==> src/rtl/global_airlight.sv <==
// Global airlight estimator: dark channel of each 3x3 RGB window, keeping the centre
// pixel of the window with the largest dark channel seen since reset.
module global_airlight #(
    parameter int DW = 8
) (
    input  logic          clk,
    input  logic          reset,
    input  logic [DW-1:0] a_r,
    input  logic [DW-1:0] b_r,
    input  logic [DW-1:0] c_r,
    input  logic [DW-1:0] d_r,
    input  logic [DW-1:0] e_r,
    input  logic [DW-1:0] f_r,
    input  logic [DW-1:0] g_r,
    input  logic [DW-1:0] h_r,
    input  logic [DW-1:0] i_r,
    input  logic [DW-1:0] a_g,
    input  logic [DW-1:0] b_g,
    input  logic [DW-1:0] c_g,
    input  logic [DW-1:0] d_g,
    input  logic [DW-1:0] e_g,
    input  logic [DW-1:0] f_g,
    input  logic [DW-1:0] g_g,
    input  logic [DW-1:0] h_g,
    input  logic [DW-1:0] i_g,
    input  logic [DW-1:0] a_b,
    input  logic [DW-1:0] b_b,
    input  logic [DW-1:0] c_b,
    input  logic [DW-1:0] d_b,
    input  logic [DW-1:0] e_b,
    input  logic [DW-1:0] f_b,
    input  logic [DW-1:0] g_b,
    input  logic [DW-1:0] h_b,
    input  logic [DW-1:0] i_b,
    output logic [DW-1:0] arg3_4,
    output logic [DW-1:0] agg3_4,
    output logic [DW-1:0] agb3_4
);

    function automatic logic [DW-1:0] min2(input logic [DW-1:0] x, input logic [DW-1:0] y);
        return (x < y) ? x : y;
    endfunction

    function automatic logic [DW-1:0] min3(input logic [DW-1:0] x, input logic [DW-1:0] y,
                                           input logic [DW-1:0] z);
        return min2(min2(x, y), z);
    endfunction

    // Index 0..8 follows the row-major window order a..i; index 4 is the centre pixel.
    logic [8:0][DW-1:0] in_r, in_g, in_b;
    assign in_r = {i_r, h_r, g_r, f_r, e_r, d_r, c_r, b_r, a_r};
    assign in_g = {i_g, h_g, g_g, f_g, e_g, d_g, c_g, b_g, a_g};
    assign in_b = {i_b, h_b, g_b, f_b, e_b, d_b, c_b, b_b, a_b};

    logic [8:0][DW-1:0] s1_r, s1_g, s1_b;
    logic [2:0][DW-1:0] s2_r, s2_g, s2_b;
    logic [DW-1:0]      s2_cr, s2_cg, s2_cb;
    logic [DW-1:0]      s3_dark, s3_cr, s3_cg, s3_cb;
    logic [DW-1:0]      darkmax;

    always_ff @(posedge clk or negedge reset) begin
        if (!reset) begin
            s1_r <= '0;
            s1_g <= '0;
            s1_b <= '0;
        end else begin
            s1_r <= in_r;
            s1_g <= in_g;
            s1_b <= in_b;
        end
    end

    always_ff @(posedge clk or negedge reset) begin
        if (!reset) begin
            s2_r  <= '0;
            s2_g  <= '0;
            s2_b  <= '0;
            s2_cr <= '0;
            s2_cg <= '0;
            s2_cb <= '0;
        end else begin
            for (int k = 0; k < 3; k++) begin
                s2_r[k] <= min3(s1_r[3*k], s1_r[3*k+1], s1_r[3*k+2]);
                s2_g[k] <= min3(s1_g[3*k], s1_g[3*k+1], s1_g[3*k+2]);
                s2_b[k] <= min3(s1_b[3*k], s1_b[3*k+1], s1_b[3*k+2]);
            end
            s2_cr <= s1_r[4];
            s2_cg <= s1_g[4];
            s2_cb <= s1_b[4];
        end
    end

    always_ff @(posedge clk or negedge reset) begin
        if (!reset) begin
            s3_dark <= '0;
            s3_cr   <= '0;
            s3_cg   <= '0;
            s3_cb   <= '0;
        end else begin
            s3_dark <= min3(min3(s2_r[0], s2_r[1], s2_r[2]),
                            min3(s2_g[0], s2_g[1], s2_g[2]),
                            min3(s2_b[0], s2_b[1], s2_b[2]));
            s3_cr   <= s2_cr;
            s3_cg   <= s2_cg;
            s3_cb   <= s2_cb;
        end
    end

    // Strict compare: a tie keeps the earlier window.
    always_ff @(posedge clk or negedge reset) begin
        if (!reset) begin
            darkmax <= '0;
            arg3_4  <= '0;
            agg3_4  <= '0;
            agb3_4  <= '0;
        end else if (s3_dark > darkmax) begin
            darkmax <= s3_dark;
            arg3_4  <= s3_cr;
            agg3_4  <= s3_cg;
            agb3_4  <= s3_cb;
        end
    end

endmodule

==> config.mk <==
export PLATFORM = sky130hd
export DESIGN_NAME = global_airlight
export DESIGN_NICKNAME = d
export VERILOG_FILES = /design/src/rtl/global_airlight.sv
export SDC_FILE = /design/constraint.sdc
export NUM_CORES = 1
export LEC_CHECK = 0
export ABC_AREA = 1
export CAP_MARGIN = 20
export CORE_MARGIN = 3
export CORE_UTILIZATION = 40
export DETAILED_ROUTE_END_ITERATION = 10
export PLACE_DENSITY = 0.65
export SLEW_MARGIN = 20
export SYNTH_ARGS = -nofsm -noshare
export SYNTH_HDL_FRONTEND = slang
export SYNTH_SLANG_ARGS = --single-unit
==> constraint.sdc <==
create_clock -name clk -period 12 [get_ports clk]
set_input_delay 1.2 -clock clk [delete_from_list [all_inputs] [get_ports clk]]
set_output_delay 1.2 -clock clk [all_outputs]
set_load 0.05 [all_outputs]
==> impl_metrics.ini <==
[global_routing]
grtUsageMet3 = 0.03124
use_met2 = 0.2438
grt_pass1_vias = 11475
gr-total-overflow = 0
grt-busiest-layer = met2
grt_pass1_wl_mm = 55.86
grt_antenna_before_repair = 5
grt_max_degree = 187
grt_use_total = 0.1561
grtUsageMet1 = 0.2214

[timing]
tightest_slew_ns = 1.011
fmax_mhz = 178.8
min_period_ns = 5.594
fin_crit_sh = 0.4662
rsz0062_at_grt = no
hold_viol_final = 0
finClkSkew_ns = 0.01920
slew_headroom = 0.3231
slew_violations = 0
setup_viol = 0
tns_ns = 0

[synth]
synth_top_family_by_area = adder cells
yosysSeqAreaShare = 0.5657
synth_simple_gate_area_frac = 0.09350
synth_fa_ha_area_frac = 0.1429
async_reset_ff_frac = 1.000
synth.area.top_cells = dfrtp_1 57%, ha_1 14%, nand2_1 5.5%, inv_1 5.4%, a21oi_1 5.0%
syn_area_sq_um = 16630
synth_top_area_frac = 0.5657
yosysTopAreaCell = dfrtp_1
yosysMostFrequentCell = dfrtp_1
synth_top_flop_cell = dfrtp_1
yosysUniqueCellTypes = 30
ys_ff_latch = 376
synth-edff-count = 0
syn-mean-instance-area_sq_um = 10.36
syn-num-nets = 2014
syn_inst = 1606
synth_commonest_cells = 376 x dfrtp_1, 244 x nand2_1, 240 x inv_1
muxShareOfSynthArea = 0.01625
synth_compound_area_frac = 0.1202
synthXorXnorAreaFrac = 0
synth_warnings = 0

[clock_network]
cts.clk_slew.worst_paths_ns = 0.07
post_cts_resized = 0
worst_skew_pair.late_latency_ns = 0.55
clk_path_buf_depth = 3
root_buffer = clkbuf_16
htreeDepth = 2
cts_tree = built
cts_hold_buf = 0
cts_buffers = 41
clkSinkCount = 376
post_cts_buffers = 0

[routing]
drt_iter0_drc = 548
drc_errors = 0
vias = 11322
postRouteAntennaNets = 0
drt_first_pass_iters = 5
routed_wl_mm = 34.02
vias_per_cell = 4.654
wire_per_inst_um = 13.98

[job]
cap_violations = 0

[floorplan]
die_area_sq_um = 44070
fp.dieH_um = 209.9
ioPinCount = 242
core_region_area_sq_um = 40920
initial_core_util = 0.4064
die_w_um = 209.9
placementRows = 74

[power_and_ir_drop]
peakVddDrop_uv = 173.9
power_density_nw_per_um2 = 234.3
power_mw = 4.949
p_leak_nw = 10.39

[worst_setup_path]
crit_type = flip-flop to flip-flop
cp-start-kind = flip-flop
max_stage_delay_ns = 0.53
required_ns = 12.43
crit_top_cell = nand2_1
end_kind = flip-flop
critical_path_peak_fanout = 15
slowest_stage = a211oi_2
cp_data_arrival_time_ns = 6.03

[layout]
num-fill-cells = 3598
syn_to_final_growth_pct = 26.97
drive_gt1_frac = 0.06435
multi_input_area_sq_um = 6213
final_nets = 2274
regArea_sq_um = 9409
final_util = 0.5161

[place]
hpwl_mm = 25.62
portBuffers = 241
gp_routability_congestion = 0.8555

[status]
status = complete, no violations

[worst_hold_path]
min_path_type = flip-flop to flip-flop
-- routing by layer --
metal,wire [um],up-vias
met4,673,0
met1,16170,5305
met2,15720,186
li1,-,5783
met5,0,-
met3,1452,48
-- layout by cell type (no fill, tap or decap), types with 3 or more instances in the layout --
cell type	synthesis	final
dfrtp_1	376	376
nand2_1	244	244
inv_1	240	240
clkdlybuf4s50_1	0	240
ha_1	190	190
a21oi_1	167	167
o21ai_0	113	113
nor2_1	112	112
clkbuf_16	0	42
mux2_2	24	24
o211ai_1	23	23
nand3_1	22	22
o21ai_1	18	17
clkinvlp_4	0	7
clkbuf_8	0	6
diode_2	0	5
nand4_1	5	5
a21boi_1	5	5
clkinv_2	0	5
bufinv_16	0	5
a211oi_1	4	4
nand2_2	4	4
nand2_4	4	4
o21bai_2	4	4
o21bai_1	4	4
a21boi_0	4	4
a221oi_4	3	3
a21oi_2	3	3
inv_6	0	3
clkbuf_1	24	3
-- through the flow --
stage | setup slack [ns] | hold WS (ns) | instances | instance area (sq um)
5_1_grt | 5.841 | 0.3398 | 2433 | 21120
2_1_floorplan | 6.893 | 0.3312 | 1606 | 16630
3_5_place_dp | 6.512 | 0.3347 | 2353 | 19650
4_1_cts | 6.488 | 0.3414 | 2426 | 21070
3_3_place_gp | 6.752 | 0.3315 | 2353 | 19650
6_report | 6.406 | 0.3380 | 2433 | 21120
-- sequential cells by signal, indices dropped and copies added (netlist names), 24 cells and up --
| register | cells |
|---|---|
| s1_b | 72 |
| s1_g | 72 |
| s1_r | 72 |
| s2_b | 24 |
| s2_g | 24 |
| s2_r | 24 |
-- kinds of logic (layout without fill, tap and decap cells) --
logic type,after synthesis,in the layout
muxes,24,24
DFF,376,376
AOI/OAI and AO/OA,354,354
buffers and inverters,270,560
adders and majority gates,190,190
other,0,5
and+or+nand+nor,392,392
-- critical path, delay by kind of cell, from the launching register on --
kind | cells | cell delay, ns
AO/OA/AOI/OAI | 10 | 2.55
adder cells (fa/ha/maj) | 4 | 1.24
buffers and inverters | 1 | 0.27
flip-flops | 1 | 0.38
AND/OR/NAND/NOR | 11 | 1.06
-- power breakdown --
part / total (mW) / switching, mW / leakage, nW / internal (mW)
registers: 1.54 / 0.0785 / 4.40 / 1.46
clock network: 1.31 / 0.517 / 0.680 / 0.790
logic: 2.10 / 1.30 / 5.31 / 0.797
-- cell type report --
type | count | share of cell area
clock buffer | 51 | 0.05421
multi-input combinational | 960 | 0.2942
inverter | 241 | 0.04283
tap | 532 | 0.03152
clock inverter | 22 | 0.01321
timing repair buffer | 246 | 0.1180
antenna | 5 | 0.0005924
sequential | 376 | 0.4455
-- path summary, 6_finish.rpt --
check,startpoint,endpoint,slack [ns],depth (start not counted)
hold reg to reg,s2_cg[7],s3_cg[7],0.34,0
max in group asynchronous,reset,s1_r[61],9.87,3
setup / recovery,s2_g[7],s3_dark[6],6.41,26
min in group asynchronous,reset,agb3_4[4],0.70,1
setup reg to reg,s2_g[7],s3_dark[6],6.41,26
hold / removal,s2_cg[7],s3_cg[7],0.34,0
No activity file was read; power rests on OpenSTA's default activity.
